==> config.mk <==
export PLATFORM = sky130hd
export DESIGN_NAME = cube_line_raster
export DESIGN_NICKNAME = d
export VERILOG_FILES = /design/src/rtl/cube_line_raster.sv
export SDC_FILE = /design/constraint.sdc
export NUM_CORES = 1
export LEC_CHECK = 0
export CAP_MARGIN = 15
export CORE_MARGIN = 10
export CORE_UTILIZATION = 50
export CTS_CLUSTER_SIZE = 40
export DETAILED_ROUTE_END_ITERATION = 8
export GPL_ROUTABILITY_DRIVEN = 0
export PLACE_DENSITY = 0.71
export SLEW_MARGIN = 30
export SYNTH_ARGS = -nofsm -noshare
export SYNTH_HDL_FRONTEND = slang
export SYNTH_SLANG_ARGS = --single-unit
==> constraint.sdc <==
create_clock -name clk -period 8.3 [get_ports clk]
set_input_delay 1.66 -clock clk [delete_from_list [all_inputs] [get_ports clk]]
set_output_delay 1.66 -clock clk [all_outputs]
set_load 0.1 [all_outputs]
==> src/rtl/cube_line_raster.sv <==
// cube_line_raster: Bresenham edge walker emitting one pixel per accepted cycle
module cube_line_raster #(
   parameter int XW = 11,
   parameter int YW = 10
) (
   input  logic          clk,
   input  logic          reset,
   input  logic          start,
   input  logic [XW-1:0] x0,
   input  logic [YW-1:0] y0,
   input  logic [XW-1:0] x1,
   input  logic [YW-1:0] y1,
   input  logic          pix_ready,
   output logic          busy,
   output logic          plot,
   output logic [XW-1:0] x,
   output logic [YW-1:0] y,
   output logic [XW-1:0] pix_count,
   output logic          done
);
   localparam int EW = 14;
   typedef enum logic [1:0] {IDLE, INIT, RUN, DONE} state_t;
   state_t               state_q;
   logic [XW-1:0]        x_q, x1_q, dx_q, cnt_q;
   logic [YW-1:0]        y_q, y1_q;
   logic signed [EW-1:0] dy_q, err_q;
   logic                 sx_q, sy_q, busy_q, plot_q, done_q;
   logic [XW-1:0]        dx_d;
   logic [YW-1:0]        ady_d;
   logic signed [EW-1:0] dxs, e2, err_d, err0_d, dy_d;
   logic                 step_x, step_y, acc, last;
   // x_q/y_q still hold the start point during INIT, so deltas come from them
   always_comb begin
      dx_d   = (x1_q >= x_q) ? x1_q - x_q : x_q - x1_q;
      ady_d  = (y1_q >= y_q) ? y1_q - y_q : y_q - y1_q;
      dy_d   = -$signed({{(EW-YW){1'b0}}, ady_d});
      err0_d = $signed({{(EW-XW){1'b0}}, dx_d}) + dy_d;
      dxs    = $signed({{(EW-XW){1'b0}}, dx_q});
      e2     = err_q <<< 1;
      step_x = e2 >= dy_q;
      step_y = e2 <= dxs;
      err_d  = err_q + (step_x ? dy_q : '0) + (step_y ? dxs : '0);
      acc    = plot_q && pix_ready;
      last   = (x_q == x1_q) && (y_q == y1_q);
   end
   // line FSM with registered outputs; pixel state only advances on accept
   always_ff @(posedge clk or posedge reset) begin
      if (reset) begin
         state_q <= IDLE;
         x_q     <= '0;
         y_q     <= '0;
         x1_q    <= '0;
         y1_q    <= '0;
         dx_q    <= '0;
         dy_q    <= '0;
         err_q   <= '0;
         sx_q    <= 1'b0;
         sy_q    <= 1'b0;
         cnt_q   <= '0;
         busy_q  <= 1'b0;
         plot_q  <= 1'b0;
         done_q  <= 1'b0;
      end else begin
         case (state_q)
            IDLE: if (start) begin
               x_q     <= x0;
               y_q     <= y0;
               x1_q    <= x1;
               y1_q    <= y1;
               cnt_q   <= '0;
               busy_q  <= 1'b1;
               state_q <= INIT;
            end
            INIT: begin
               dx_q    <= dx_d;
               dy_q    <= dy_d;
               err_q   <= err0_d;
               sx_q    <= !(x_q < x1_q);
               sy_q    <= !(y_q < y1_q);
               plot_q  <= 1'b1;
               state_q <= RUN;
            end
            RUN: if (acc) begin
               cnt_q <= cnt_q + XW'(1);
               if (last) begin
                  plot_q  <= 1'b0;
                  done_q  <= 1'b1;
                  state_q <= DONE;
               end else begin
                  err_q <= err_d;
                  if (step_x) x_q <= sx_q ? x_q - XW'(1) : x_q + XW'(1);
                  if (step_y) y_q <= sy_q ? y_q - YW'(1) : y_q + YW'(1);
               end
            end
            default: begin
               done_q  <= 1'b0;
               busy_q  <= 1'b0;
               state_q <= IDLE;
            end
         endcase
      end
   end
   assign busy      = busy_q;
   assign plot      = plot_q;
   assign done      = done_q;
   assign x         = x_q;
   assign y         = y_q;
   assign pix_count = cnt_q;
endmodule
==> results of run 1 <==
[cells by family after synthesis]
kind of cell             synth area share
multiplexers                       0.0682
AND/OR/NAND/NOR                     0.168
flip-flops                          0.266
AO/OA/AOI/OAI                       0.203
XOR/XNOR                           0.0473
buffers and inverters              0.0566
adder cells (fa/ha/maj)             0.190
[registers in the layout (all words and copies together), names as in the netlist, 10 cells and up]
name and flops:
dy_q 14, err_q 13, dx_q 11, pix_count 11
x1_q 11, x 11, y1_q 10, y 10
[worst register-to-register path, cell delays in order (launching register included)]
cell	delay, ns
dfrtp_1	0.47
inv_1	0.08
ha_1	0.39
nand4_1	0.23
nor3_1	0.13
nor3_2	0.44
nand2_1	0.54
nand2_1	0.22
o21ai_0	0.13
xnor2_1	0.35
ha_1	0.34
a21o_1	0.20
a21oi_1	0.24
o21bai_1	0.13
a2111o_1	0.48
a311oi_1	0.41
nor4_1	0.08
a41oi_1	0.19
o2bb2ai_1	0.16
a221oi_2	0.30
[worst paths after layout]
path	startpoint	end	slack, ns	cells past startpoint
max	x[4]	err_q[12]	2.69	19
min	busy	busy	0.50	1
max reg2reg	x[4]	err_q[12]	2.69	19
min reg2reg	busy	busy	0.50	1
max in group asynchronous	reset	y[9]	5.47	3
min in group asynchronous	reset	pix_count[10]	1.71	2
[per-stage QoR]
stage,util,instance area [µm²]
after detailed placement,0.568,10200
after global placement,0.567,10200
final,0.584,10500
after global routing,0.584,10500
after CTS,0.584,10500
after floorplan,-,9220
[final cells by class]
type	instances	area, µm²	area share
Inverter	99	374	0.0355
Timing Repair Buffer	88	861	0.0817
Sequential cell	98	2450	0.233
Clock inverter	7	71.3	0.00677
Multi-Input combinational cell	833	6260	0.595
Tap cell	229	287	0.0272
Clock buffer	9	225	0.0214
[layout by cell type, fill, tap and decap left out, types with 12 or more instances in the layout]
master and n:
inv_1 97, nand2_1 85, o21ai_0 64, clkdlybuf4s50_1 80
nand3_1 24, dfrtp_1 98, and3_1 12, mux2i_1 28
mux2_2 31, a21o_1 29, xor2_1 19, nand4_1 13
nor2_1 75, fa_1 19, nor3_1 40, ha_1 109
xnor2_1 29, a21oi_1 84, nor2b_1 16
[routing by layer]
metal | GRT usage | part of all wire | routed length [µm]
met2 | 0.321 | 0.46 | 11200
met1 | 0.281 | 0.47 | 11600
met5 | 0 | 0 | 0
met3 | 0.0265 | 0.051 | 1250
met4 | 0.0575 | 0.018 | 440
==> impl_metrics.py, run 1 <==
metrics = {
    "clock_network": {
        "hold_buffers": 0,
        "clk_pin_slew_ns": 0.08,
        "insertion_delay_ns": 0.37,
        "h-tree-depth": 3,
        "cts_sinks": 98,
        "clockBufferDepth": 2,
        "cts-root-buf": "clkbuf_16",
        "cts_buffers": 9,
        "post_cts_buffers": 0,
        "cts_tree": "built",
        "cts_resized": 0,
    },
    "synth": {
        "synth_top_area_cell": "dfrtp_1",
        "syn_nets": 1241,
        "synth_edf_count": 0,
        "netlist_instances": 1066,
        "yosysUniqueCellTypes": 80,
        "seq_area_frac_synth": 0.266,
        "syn_avg_cell_area_um2": 8.65,
        "synth.most_common_cell": "ha_1",
        "synth_commonest_cells": "ha_1 (110), dfrtp_1 (98), inv_1 (98), nand2_1 (86), a21oi_1 (84)",
        "yosys_most_used_dff": "dfrtp_1",
        "synth_top_area_share": 0.266,
        "synth_warnings": 0,
        "netlist_area_um2": 9220,
        "synth.area.top_cells": "dfrtp_1 (27%), ha_1 (15%), a21oi_1 (4.6%), fa_1 (4.1%), inv_1 (4.0%)",
        "synth-seq-cells": 98,
        "ys_async_sr_fraction": 1.00,
    },
    "final_layout": {
        "layout.nets": 1304,
        "fill_cells": 1642,
        "num_antenna_cells": 0,
        "drive_above_1_share": 0.0705,
        "area_growth_pct": 14.2,
        "final_cells": 1363,
    },
    "timing": {
        "fin_setup_tns_ns": 0,
        "hold_violations": 0,
        "clock.fmax_mhz": 178,
        "timing.final.crit_share": 0.675,
        "setup_slack_ns": 2.69,
        "slew_viol_final": 0,
        "period_needed_ns": 5.61,
        "setup-violations-final": 0,
        "max_slew.worst_pin.slew_ns": 1.01,
        "whs_ns": 0.496,
        "rsz0062_at_grt": "no",
        "fin_skew_ns": 0.00857,
        "relSlewSlack": 0.327,
    },
    "global_routing": {
        "grt_antenna_before_repair": 0,
        "grt_first_pass_wirelength_um": 40400,
        "grt_pass1_vias": 7805,
        "grt_max_degree": 54,
        "overflow": 0,
        "track_usage": 0.202,
    },
    "route": {
        "drtIter0Drc": 627,
        "vias": 8061,
        "vias_per_cell": 5.91,
        "wl_per_cell_um": 18.0,
        "first_pass_iters": 5,
        "ant_nets": 0,
        "routed_wl_um": 24600,
        "drc": 0,
    },
    "min_path": {
        "hold_path.class": "flip-flop to flip-flop",
    },
    "worst_setup_path": {
        "crit_arrival_ns": 5.87,
        "crit_path_end_kind": "flip-flop",
        "start_kind": "flip-flop",
        "critPathKind": "flip-flop to flip-flop",
        "max_stage_delay_ns": 0.53,
        "crit_slowest_cell": "nand2_1",
        "worstPathMaxFanout": 15,
        "cp_cell_sequence": "inv_1, ha_1, nand4_1, nor3_1, nor3_2, nand2_1, nand2_1, o21ai_0, xnor2_1, ha_1, a21o_1, a21oi_1, o21bai_1, a2111o_1, a311oi_1, nor4_1, a41oi_1, o2bb2ai_1, a221oi_2",
        "critPathTopFamily": "compound AO/OA/AOI/OAI gates",
        "path_buf_inv": 1,
        "required_ns": 8.57,
    },
    "die": {
        "die_x_um": 156,
        "dieArea_um2": 24300,
        "start_util": 0.512,
        "die_y_um": 156,
        "core_area_um2": 18000,
        "rows": 49,
        "io_pins": 81,
    },
    "placement": {
        "place_inst": 1347,
        "io_buffers": 80,
        "pre_cts_ws_ns": 2.88,
        "hpwl_um": 19000,
    },
    "flow_run": {
        "cap_violations": 0,
    },
    "outcome": {
        "status": "finished clean",
    },
}
Power of run 1 is not shown: default switching activity piles up to over one toggle a cycle in this logic, so the estimate is an artifact.
==> run 2, diff against run 1 <==
PLACE_DENSITY = 0.73   (was 0.71)
clock period = 4.95 ns   (was 8.3 ns; I/O delays follow)
==> run 2 against run 1 <==
Sequential share of layout area decreased by 0.84 points; final area increased by 4.6%; core utilization increased by 2.7 points; critical path depth increased by 1; critical endpoint unchanged.
==> impl_metrics.py, run 2 (same netlist as run 1, synthesis figures left out) <==
metrics = {
    "global_routing": {
        "overflow": 0,
        "grt_antenna_before_repair": 0,
        "track_usage": 0.208,
        "grt_first_pass_wirelength_um": 41600,
        "grt_max_degree": 43,
        "grt_pass1_vias": 8126,
    },
    "clock_network": {
        "cts_sinks": 98,
        "insertion_delay_ns": 0.36,
        "clk_pin_slew_ns": 0.07,
        "cts_tree": "built",
        "h-tree-depth": 3,
        "cts_buffers": 9,
        "cts-root-buf": "clkbuf_16",
        "clockBufferDepth": 2,
    },
    "route": {
        "drc": 0,
        "vias": 8262,
        "wl_per_cell_um": 18.5,
        "first_pass_iters": 5,
        "drtIter0Drc": 627,
        "vias_per_cell": 5.92,
        "routed_wl_um": 25700,
        "ant_nets": 0,
    },
    "worst_setup_path": {
        "crit_path_end_kind": "flip-flop",
        "crit_arrival_ns": 5.09,
        "crit_path_end": "err_q[12]",
        "critPathKind": "flip-flop to flip-flop",
        "r2r_end": "err_q[12]",
        "critPathLaunch": "y1_q[0]",
        "r2r_start": "y1_q[0]",
        "worstPathMaxFanout": 6,
        "required_ns": 5.21,
        "ff2ff_setup_slack_ns": 0.13,
        "start_kind": "flip-flop",
        "r2r_cells": 20,
    },
    "die": {
        "die_y_um": 156,
        "rows": 49,
        "core_area_um2": 18000,
        "start_util": 0.512,
        "io_pins": 81,
        "dieArea_um2": 24300,
        "die_x_um": 156,
    },
    "final_layout": {
        "fill_cells": 1580,
        "design_area_um2": 11000,
        "num_antenna_cells": 0,
        "drive_above_1_share": 0.138,
        "layout.nets": 1336,
        "largest_register_ffs": 14,
        "final_common_cell": "ha_1",
        "area_growth_pct": 19.5,
        "layout_common_cells": "ha_1 (103), inv_1 (95), nand2_1 (83)",
        "largestRegisters": "dy_q x14, err_q x13",
        "top_register": "dy_q",
    },
    "timing": {
        "hold_violations": 0,
        "relSlewSlack": 0.323,
        "period_needed_ns": 4.82,
        "slew_viol_final": 0,
        "max_slew.worst_pin.slew_ns": 1.01,
        "clock.fmax_mhz": 207,
        "fin_skew_ns": 0.0129,
        "timing.final.crit_share": 0.975,
        "setup-violations-final": 0,
    },
    "flow_run": {
        "cap_violations": 0,
    },
    "placement": {
        "io_buffers": 80,
        "hpwl_um": 19800,
        "placed_cell_area_um2": 10400,
    },
    "outcome": {
        "status": "finished clean",
    },
    "min_path": {
        "hold_path.class": "flip-flop to flip-flop",
    },
}
==> run 2: layer usage <==
metal / vias up / share of wire / GRT usage
li1: 3986 / - / -
met1: 3992 / 0.45 / 0.276
met2: 244 / 0.47 / 0.340
met3: 40 / 0.046 / 0.0248
met4: 0 / 0.028 / 0.0749
met5: - / 0 / 0
==> run 2: layout make-up <==
class                      count  area [µm²]  area share
multi-input combinational    833        6480       0.588
sequential                    98        2470       0.224
timing repair buffer         120        1100       0.100
inverter                      99         374      0.0339
tap                          229         287      0.0260
clock buffer                  12         246      0.0224
clock inverter                 4        51.3     0.00465
==> run 2: worst min-delay path by stage <==
| stage | from | end | slack (ns) | depth (start not counted) |
|---|---|---|---|---|
| 2_1_floorplan | dx_q[9] | dx_q[9] | 0.45 | 2 |
| 3_3_place_gp | done | done | 0.49 | 1 |
| 3_5_place_dp | dx_q[8] | dx_q[8] | 0.50 | 1 |
| 4_1_cts | dx_q[8] | dx_q[8] | 0.51 | 1 |
| 5_1_grt | dx_q[8] | dx_q[8] | 0.52 | 1 |
| 6_report | dx_q[8] | dx_q[8] | 0.51 | 1 |
==> run 2: worst max-delay path, cell delays in order, from the launching register on <==
cell       delay [ns]
dfrtp_1          0.40
inv_1            0.06
ha_2             0.17
inv_1            0.07
fa_2             0.39
a21o_1           0.21
a221o_1          0.42
a2111oi_1        0.43
nor4_2           0.11
buf_4            0.18
xor2_2           0.23
ha_4             0.25
a21o_1           0.19
a21oi_2          0.17
o21bai_2         0.09
a2111o_1         0.42
a311oi_2         0.30
nor4_2           0.07
a41oi_1          0.22
o2bb2ai_2        0.10
a221oi_2         0.24
==> run 2: what timing repair did <==
| item | in CTS | in global routing |
|---|---|---|
| hold endpoints to repair | 0 | 0 |
| resized for setup | 5 | 41 |
| pin swaps | 3 | 15 |
| hold buffers | 0 | 0 |
| setup buffers | 1 | 7 |
| endpoints found under the setup margin | 1 | 5 |
==> run 2: stage by stage <==
step / hold WS [ns] / TNS [ns] / utilization / instances / setup slack (ns)
2_1_floorplan: 0.452 / 0 / - / 1066 / 0.000626
3_3_place_gp: 0.487 / 0 / 0.579 / 1371 / 0.172
3_5_place_dp: 0.497 / 0 / 0.579 / 1371 / 0.00594
4_1_cts: 0.511 / 0 / 0.597 / 1388 / 0.0137
5_1_grt: 0.523 / -0.102 / 0.611 / 1395 / -0.0514
6_report: 0.511 / 0 / 0.611 / 1395 / 0.126
Power of run 2 is left out for the same reason.
==> run 3, diff against run 2 <==
ABC_CLOCK_PERIOD_IN_PS = 4950   (was not set)
==> results of run 3 <==
The final DEF is identical to that of run 2; final timing and power are the same.
Power of run 3 is left out for the same reason.
